===== src/rtl/memory_stage_hs.sv =====
`default_nettype none
// ============================================================================
// Module      : memory_stage_hs
// Description : Memory stage between execute and writeback. Issues data-memory
//               accesses over a req/gnt/rvalid handshake of variable latency,
//               steers sub-word store lanes and extends sub-word loads, flags
//               misaligned/illegal accesses and bus errors, stalls upstream
//               while an access is outstanding and parks a finished result in
//               a hold buffer while downstream is stalled.
// Ports       : clk_i/rst_i (async active-low); execute-side op inputs
//               (v_i, ld_v_i, st_v_i, funct3_i, addr_i, result_i, st_data_i,
//               rd_i, rd_w_v_i); pipeline control (stall_v_i, flush_v_i,
//               stall_o); dmem request/response; registered writeback
//               outputs (v_o, rd_o, rd_w_v_o, result_o, exc_o).
// Revision    : 1.0 - initial release
// ============================================================================
module memory_stage_hs #(
    parameter int width_p      = 32,
    parameter int addr_width_p = 32,
    parameter int rd_width_p   = 5
) (
    input  logic                      clk_i,
    input  logic                      rst_i,
    input  logic                      v_i,
    input  logic                      ld_v_i,
    input  logic                      st_v_i,
    input  logic [2:0]                funct3_i,
    input  logic [addr_width_p-1:0]   addr_i,
    input  logic [width_p-1:0]        result_i,
    input  logic [width_p-1:0]        st_data_i,
    input  logic [rd_width_p-1:0]     rd_i,
    input  logic                      rd_w_v_i,
    input  logic                      stall_v_i,
    input  logic                      flush_v_i,
    output logic                      stall_o,
    output logic                      dmem_req_v_o,
    output logic                      dmem_we_o,
    output logic [addr_width_p-1:0]   dmem_addr_o,
    output logic [width_p/8-1:0]      dmem_be_o,
    output logic [width_p-1:0]        dmem_data_o,
    input  logic                      dmem_gnt_i,
    input  logic                      dmem_rvalid_i,
    input  logic                      dmem_err_i,
    input  logic [width_p-1:0]        dmem_data_i,
    output logic                      v_o,
    output logic [rd_width_p-1:0]     rd_o,
    output logic                      rd_w_v_o,
    output logic [width_p-1:0]        result_o,
    output logic [1:0]                exc_o
);
    localparam int         c_NBYTES   = width_p / 8;
    localparam int         c_OFF_W    = $clog2(c_NBYTES);
    localparam logic       c_WIDE     = (width_p == 64);
    localparam logic [1:0] c_EXC_NONE = 2'd0;
    localparam logic [1:0] c_EXC_MIS  = 2'd1;
    localparam logic [1:0] c_EXC_BUS  = 2'd2;

    typedef enum logic [1:0] {
        S_IDLE = 2'd0,
        S_REQ  = 2'd1,
        S_WAIT = 2'd2,
        S_HOLD = 2'd3
    } state_t;

    state_t                  state_q, state_d;
    logic                    kill_q, kill_d;
    logic                    is_ld_q, is_ld_d;
    logic [2:0]              funct3_q, funct3_d;
    logic [c_OFF_W-1:0]      off_q, off_d;
    logic [addr_width_p-1:0] addr_q, addr_d;
    logic [c_NBYTES-1:0]     be_q, be_d;
    logic [width_p-1:0]      wdata_q, wdata_d;
    logic [rd_width_p-1:0]   rd_q, rd_d;
    logic                    rd_w_v_q, rd_w_v_d;
    logic [width_p-1:0]      hold_result_q, hold_result_d;
    logic                    hold_rd_w_v_q, hold_rd_w_v_d;
    logic [1:0]              hold_exc_q, hold_exc_d;
    logic                    out_v_q, out_v_d;
    logic [rd_width_p-1:0]   out_rd_q, out_rd_d;
    logic                    out_rd_w_v_q, out_rd_w_v_d;
    logic [width_p-1:0]      out_result_q, out_result_d;
    logic [1:0]              out_exc_q, out_exc_d;

    // ---------------- request-side decode of the presented op ----------------
    logic [1:0]          w_size;
    logic [c_OFF_W-1:0]  w_off;
    logic                w_f3_legal;
    logic                w_aligned;
    logic                w_misalign;
    logic [c_NBYTES-1:0] w_mask;
    logic [c_NBYTES-1:0] w_be;
    logic [width_p-1:0]  w_st_steer;

    assign w_size = funct3_i[1:0];
    assign w_off  = addr_i[c_OFF_W-1:0];

    // Unsigned loads have no store counterpart; 64-bit accesses only exist on a 64-bit bus.
    always_comb begin
        case (funct3_i)
            3'b000, 3'b001, 3'b010: w_f3_legal = 1'b1;
            3'b100, 3'b101:         w_f3_legal = ld_v_i;
            3'b011:                 w_f3_legal = c_WIDE;
            3'b110:                 w_f3_legal = c_WIDE & ld_v_i;
            default:                w_f3_legal = 1'b0;
        endcase
    end

    // (1 << size) - 1 wraps to 3'b111 for doubles, which is the wanted mask.
    assign w_aligned  = ((addr_i[2:0] & ((3'd1 << w_size) - 3'd1)) == 3'd0);
    assign w_misalign = ~w_f3_legal | ~w_aligned;

    always_comb begin
        case (w_size)
            2'd0: begin
                w_mask     = c_NBYTES'(1);
                w_st_steer = {c_NBYTES{st_data_i[7:0]}};
            end
            2'd1: begin
                w_mask     = c_NBYTES'(3);
                w_st_steer = {(c_NBYTES/2){st_data_i[15:0]}};
            end
            2'd2: begin
                w_mask     = c_NBYTES'(15);
                w_st_steer = {(c_NBYTES/4){st_data_i[31:0]}};
            end
            default: begin
                w_mask     = '1;
                w_st_steer = st_data_i;
            end
        endcase
    end

    assign w_be = w_mask << w_off;

    // ---------------- response-side formatting ----------------
    logic [width_p-1:0] w_ld_shift;
    logic [width_p-1:0] w_ld_ext;
    logic [width_p-1:0] w_rsp_result;
    logic               w_rsp_rd_w_v;
    logic [1:0]         w_rsp_exc;

    assign w_ld_shift = dmem_data_i >> {off_q, 3'b000};

    // funct3[2] set means zero-extend.
    always_comb begin
        case (funct3_q[1:0])
            2'd0: begin
                if (funct3_q[2]) w_ld_ext = width_p'(w_ld_shift[7:0]);
                else             w_ld_ext = width_p'($signed(w_ld_shift[7:0]));
            end
            2'd1: begin
                if (funct3_q[2]) w_ld_ext = width_p'(w_ld_shift[15:0]);
                else             w_ld_ext = width_p'($signed(w_ld_shift[15:0]));
            end
            2'd2: begin
                if (funct3_q[2]) w_ld_ext = width_p'(w_ld_shift[31:0]);
                else             w_ld_ext = width_p'($signed(w_ld_shift[31:0]));
            end
            default: w_ld_ext = w_ld_shift;
        endcase
    end

    always_comb begin
        w_rsp_result = '0;
        w_rsp_rd_w_v = 1'b0;
        w_rsp_exc    = c_EXC_NONE;
        if (dmem_err_i) begin
            w_rsp_exc = c_EXC_BUS;
        end else if (is_ld_q) begin
            w_rsp_result = w_ld_ext;
            w_rsp_rd_w_v = rd_w_v_q;
        end
    end

    // ---------------- next-state logic ----------------
    logic                  w_wb_v;
    logic [rd_width_p-1:0] w_wb_rd;
    logic                  w_wb_rd_w_v;
    logic [width_p-1:0]    w_wb_result;
    logic [1:0]            w_wb_exc;

    always_comb begin
        state_d       = state_q;
        kill_d        = kill_q;
        is_ld_d       = is_ld_q;
        funct3_d      = funct3_q;
        off_d         = off_q;
        addr_d        = addr_q;
        be_d          = be_q;
        wdata_d       = wdata_q;
        rd_d          = rd_q;
        rd_w_v_d      = rd_w_v_q;
        hold_result_d = hold_result_q;
        hold_rd_w_v_d = hold_rd_w_v_q;
        hold_exc_d    = hold_exc_q;
        // Candidate for the output register; all-zero is a bubble.
        w_wb_v        = 1'b0;
        w_wb_rd       = '0;
        w_wb_rd_w_v   = 1'b0;
        w_wb_result   = '0;
        w_wb_exc      = c_EXC_NONE;

        case (state_q)
            S_IDLE: begin
                if (v_i && !stall_o && !flush_v_i) begin
                    if (!ld_v_i && !st_v_i) begin
                        w_wb_v      = 1'b1;
                        w_wb_rd     = rd_i;
                        w_wb_rd_w_v = rd_w_v_i;
                        w_wb_result = result_i;
                    end else if (w_misalign) begin
                        w_wb_v   = 1'b1;
                        w_wb_rd  = rd_i;
                        w_wb_exc = c_EXC_MIS;
                    end else begin
                        is_ld_d  = ld_v_i;
                        funct3_d = funct3_i;
                        off_d    = w_off;
                        addr_d   = {addr_i[addr_width_p-1:c_OFF_W], {c_OFF_W{1'b0}}};
                        be_d     = w_be;
                        wdata_d  = w_st_steer;
                        rd_d     = rd_i;
                        rd_w_v_d = rd_w_v_i;
                        state_d  = S_REQ;
                    end
                end
            end
            S_REQ: begin
                // The request stays up until granted, even when flushed.
                if (flush_v_i)  kill_d  = 1'b1;
                if (dmem_gnt_i) state_d = S_WAIT;
            end
            S_WAIT: begin
                if (dmem_rvalid_i) begin
                    if (kill_q || flush_v_i) begin
                        state_d = S_IDLE;
                    end else if (!stall_v_i) begin
                        w_wb_v      = 1'b1;
                        w_wb_rd     = rd_q;
                        w_wb_rd_w_v = w_rsp_rd_w_v;
                        w_wb_result = w_rsp_result;
                        w_wb_exc    = w_rsp_exc;
                        state_d     = S_IDLE;
                    end else begin
                        hold_result_d = w_rsp_result;
                        hold_rd_w_v_d = w_rsp_rd_w_v;
                        hold_exc_d    = w_rsp_exc;
                        state_d       = S_HOLD;
                    end
                end else if (flush_v_i) begin
                    kill_d = 1'b1;
                end
            end
            default: begin // S_HOLD
                if (flush_v_i) begin
                    state_d = S_IDLE;
                end else if (!stall_v_i) begin
                    w_wb_v      = 1'b1;
                    w_wb_rd     = rd_q;
                    w_wb_rd_w_v = hold_rd_w_v_q;
                    w_wb_result = hold_result_q;
                    w_wb_exc    = hold_exc_q;
                    state_d     = S_IDLE;
                end
            end
        endcase

        if (state_d == S_IDLE) kill_d = 1'b0;

        // Flush beats a downstream stall for the output register.
        out_v_d      = out_v_q;
        out_rd_d     = out_rd_q;
        out_rd_w_v_d = out_rd_w_v_q;
        out_result_d = out_result_q;
        out_exc_d    = out_exc_q;
        if (flush_v_i) begin
            out_v_d      = 1'b0;
            out_rd_d     = '0;
            out_rd_w_v_d = 1'b0;
            out_result_d = '0;
            out_exc_d    = c_EXC_NONE;
        end else if (!stall_v_i) begin
            out_v_d      = w_wb_v;
            out_rd_d     = w_wb_rd;
            out_rd_w_v_d = w_wb_rd_w_v;
            out_result_d = w_wb_result;
            out_exc_d    = w_wb_exc;
        end
    end

    always_ff @(posedge clk_i or negedge rst_i) begin
        if (!rst_i) begin
            state_q       <= S_IDLE;
            kill_q        <= 1'b0;
            is_ld_q       <= 1'b0;
            funct3_q      <= '0;
            off_q         <= '0;
            addr_q        <= '0;
            be_q          <= '0;
            wdata_q       <= '0;
            rd_q          <= '0;
            rd_w_v_q      <= 1'b0;
            hold_result_q <= '0;
            hold_rd_w_v_q <= 1'b0;
            hold_exc_q    <= c_EXC_NONE;
            out_v_q       <= 1'b0;
            out_rd_q      <= '0;
            out_rd_w_v_q  <= 1'b0;
            out_result_q  <= '0;
            out_exc_q     <= c_EXC_NONE;
        end else begin
            state_q       <= state_d;
            kill_q        <= kill_d;
            is_ld_q       <= is_ld_d;
            funct3_q      <= funct3_d;
            off_q         <= off_d;
            addr_q        <= addr_d;
            be_q          <= be_d;
            wdata_q       <= wdata_d;
            rd_q          <= rd_d;
            rd_w_v_q      <= rd_w_v_d;
            hold_result_q <= hold_result_d;
            hold_rd_w_v_q <= hold_rd_w_v_d;
            hold_exc_q    <= hold_exc_d;
            out_v_q       <= out_v_d;
            out_rd_q      <= out_rd_d;
            out_rd_w_v_q  <= out_rd_w_v_d;
            out_result_q  <= out_result_d;
            out_exc_q     <= out_exc_d;
        end
    end

    assign stall_o      = (state_q != S_IDLE) | stall_v_i;
    assign dmem_req_v_o = (state_q == S_REQ);
    assign dmem_we_o    = ~is_ld_q;
    assign dmem_addr_o  = addr_q;
    assign dmem_be_o    = be_q;
    assign dmem_data_o  = wdata_q;
    assign v_o          = out_v_q;
    assign rd_o         = out_rd_q;
    assign rd_w_v_o     = out_rd_w_v_q;
    assign result_o     = out_result_q;
    assign exc_o        = out_exc_q;

endmodule
`default_nettype wire


===== config.mk =====
export PLATFORM = sky130hd
export DESIGN_NAME = memory_stage_hs
export DESIGN_NICKNAME = d
export VERILOG_FILES = /design/src/rtl/memory_stage_hs.sv
export SDC_FILE = /design/constraint.sdc
export NUM_CORES = 1
export LEC_CHECK = 0
export CORE_MARGIN = 2
export CORE_UTILIZATION = 40
export CTS_BUF_LIST = sky130_fd_sc_hd__clkbuf_8
export DETAILED_ROUTE_END_ITERATION = 10
export PLACE_DENSITY = 0.72
export SYNTH_ARGS = -nofsm -noshare
export SYNTH_HDL_FRONTEND = slang
export SYNTH_SLANG_ARGS = --single-unit

===== constraint.sdc =====
create_clock -name clk_i -period 1.93 [get_ports clk_i]
set_input_delay 0.386 -clock clk_i [delete_from_list [all_inputs] [get_ports clk_i]]
set_output_delay 0.386 -clock clk_i [all_outputs]
set_load 0.02 [all_outputs]

==> impl_results.md <==
* Setup violators final at 6
* TritonRoute pass-1 iters at 7
* Layout cells sized above 1 at 27.5%
* Row cnt at 51
* Yosys top cell by area: dfrtp_1
* Clock power frac at 24.6%
* WP data required at 2.27 ns
* Drc violations at 0
* Dpl cells at 1229
* Netlist cell types at 63
* HPWL Detailed at 18200 um
* Setup ws final at -0.0115 ns
* Die Ht at 144 um
* GPL Wtd Cong at 0.832
* Die width at 144 um
* Max cap viols at 0
* Post-route cell area at 12200 um^2
* Comb pwr share at 37.6%
* Input/output buffers at 256
* Avg Inst Size Synth at 11.8 um^2
* Final setup TNS at -0.0202 ns
* Placed cell area at 11500 um^2
* Failing checks: setup timing
* Crit Path Class: flip-flop to flip-flop
* Clock-pin slew on the worst setup and hold paths at 0.10 ns
* H-tree depth at 4
* Vias in the first global route at 7109
* DRT antenna net count at 0
* Peak VDD IR at 648 uV
* Area fraction of the dominant cell type after synthesis at 49.8%
* CP Launch Type: flip-flop
* Period utilization at 101%
* Sequential share of the synthesized area at 49.8%
* Root Driver: clkbuf_8
* Number of CTS-inserted buffers at 17
* Final Hold Viols at 0
* All-Layer GR Usage at 24.1%
* Commonest register cell after synthesis: dfrtp_1
* Sw Ratio at 31.5%
* WHS at 0.423 ns
* Via count of the routed design at 7015
* Worst rel slew slack at 51.2%
* Starting DRT DRC Count at 338
* PwrDens at 939 nW/um^2
* CORE AREA at 19300 um^2
* I/O pin count at 259
* Ys Warns at 0
* Routed wire length at 25600 um
* Int Pwr at 0.00784 W
* Crit path DAT at 2.28 ns
* Avg WL per Cell at 20.2 um
* Non-filler cells, final at 1268
* Top cells by area, synth: dfrtp_1, mux2_2, nand2_1, a22o_1, mux2i_1
* Cell Area, Synth at 7830 um^2
* Ys async rst share at 100%
* First-pass GRT wire length at 38200 um
* Worst Skew at 0.0165 ns
* RSZ-0062 raised after global routing: yes
* Setup crit end kind: flip-flop
* Worst slew pin tran at 0.726 ns
* Fillers at 1542
* Seq pwr share at 37.8%
* Status: complete, but fails checks
* Worst-skew pair later-pin latency at 0.46 ns
* LEAKAGE at 5.28 nW
* Mapped Cells at 663
* Starting Density at 40.5%
* CP Max Fanout at 19
* Max Slew Vio Count at 0
* Die area at 20700 um^2
* EDFF count, synth at 0
* Final #Nets at 1138
* Overflow after GRT at 0
* Sink Count at 156
* Layout area overhead at 55.4%
* Number of synthesized register bits at 156
* CTS Buffer Depth at 2
* Initial antenna violation count at 1
* Largest net degree at the start of global routing at 44
* TritonCTS clock tree: done
* HP Class: primary input to asynchronous set/reset pin
* Minimum clock period at 1.94 ns
* Vias/cell at 5.53
* Commonest non-fill, non-tap cell in the layout: clkdlybuf4s50_1
* Commonest non-fill, non-tap cells in the layout: clkdlybuf4s50_1, dfrtp_1, buf_4
* Net Sw Power at 0.00360 W
* Peak Freq at 0.515 GHz
critical path: stages, from the launching register on:
cell	delay [ns]
dfrtp_2	0.47
nor4_4	0.30
nand2_4	0.12
nor3_4	0.22
buf_12	0.18
buf_12	0.17
mux2_2	0.35
per-layer routing:
metal	vias to the layer above	part of all wire, %	track usage, %
met5	-	0	0
met4	0	2.1	7.95
met3	41	8.0	6.06
met2	315	49	39.9
met1	3467	41	30.9
li1	3192	-	-
cells in the mapped netlist, types with 3 or more instances:
cell      count
and3_1        7
a211oi_1      3
nor4_2        3
nand4_1       7
buf_4         4
o211ai_1      7
a21oi_1      30
a32oi_1      17
inv_1         5
dfrtp_1     156
mux2i_1      18
a22o_1       22
a222oi_1      9
mux2_4       10
a221o_1       7
a22oi_1      16
clkbuf_1     32
buf_2        10
nand2_1      53
mux4_2        8
o21ai_0      27
o21a_1       16
mux2_2       87
a31oi_1       8
buf_1         7
nand3b_1      7
mux2_1        6
a221oi_1     10
nor2_1       15
nor3_1        6
nand2b_1      7
a21o_1        5
state kept, by name (all words and copies together) (netlist names):
signal,cells
dmem_data_o,32
hold_result_q,32
result_o,32
dmem_addr_o,30
rd_o,5
rd_q,5
dmem_be_o,4
funct3_q,3
exc_o,2
off_q,2
state_q,2
hold_exc_q,1
hold_rd_w_v_q,1
is_ld_q,1
kill_q,1
rd_w_v_o,1
rd_w_v_q,1
v_o,1
cell families (layout without fill, tap and decap cells):
group	after synthesis	in the layout	synth area share [%]
AOI/OAI and AO/OA	190	190	17.8
DFF	156	156	49.8
muxes	129	129	19.9
and+or+nand+nor	125	125	8.74
buffers and inverters	62	400	3.72
other	1	3	0.0479
path summary, 6_finish.rpt:
check / start / to / slack [ns] / cells past startpoint
setup / recovery: state_q[0] / dmem_addr_o[23] / -0.01 / 6
min in group clk_i: funct3_i[0] / funct3_q[0] / 0.45 / 3
hold / removal: rst_i / dmem_data_o[22] / 0.42 / 2
setup reg to reg: state_q[0] / dmem_addr_o[23] / -0.01 / 6
max in group asynchronous: rst_i / dmem_addr_o[17] / 0.95 / 3
hold reg to reg: result_o[1] / result_o[1] / 0.48 / 2
what timing repair did:
item / CTS / global route
pin swaps: 0 / 3
gates cloned: 0 / 5
hold buffers: 1 / 0
setup buffers: 0 / 2
endpoints found under the setup margin: 5 / 119
gates resized for setup: 11 / 33
hold endpoints to repair: 30 / 0
power groups by stage:
| stage | combinational (W) | clock, W | sequential, W |
|---|---|---|---|
| after floorplan | 0.00152 | 0 | 0.00490 |
| after detailed placement | 0.00419 | 0 | 0.00436 |
| after CTS | 0.00420 | 0.00287 | 0.00431 |
| final | 0.00430 | 0.00281 | 0.00433 |
| after global routing | 0.00454 | 0.00299 | 0.00441 |
| after global placement | 0.00415 | 0 | 0.00435 |
final cells by class:
cell class                      instances  area [um^2]  area share (%)
Timing Repair Buffer                  364         3660            30.1
Multi-Input combinational cell        446         3800            31.2
Clock inverter                          9          159            1.31
Sequential cell                       156         3910            32.1
Tap cell                              265          332            2.72
Inverter                                6         22.5           0.185
Clock buffer                           21          289            2.37
Antenna cell                            1         2.50          0.0206
metrics by stage:
stage | power, W | utilization [%] | setup slack, ns
2_1_floorplan | 0.00641 | - | -0.114
3_3_place_gp | 0.00849 | 59.3 | -0.450
3_5_place_dp | 0.00855 | 59.3 | -0.507
4_1_cts | 0.0114 | 61.7 | -0.000819
5_1_grt | 0.0119 | 63.0 | -0.0793
6_report | 0.0114 | 63.0 | -0.0115
Note: power is estimated with default switching activity, not from simulation.
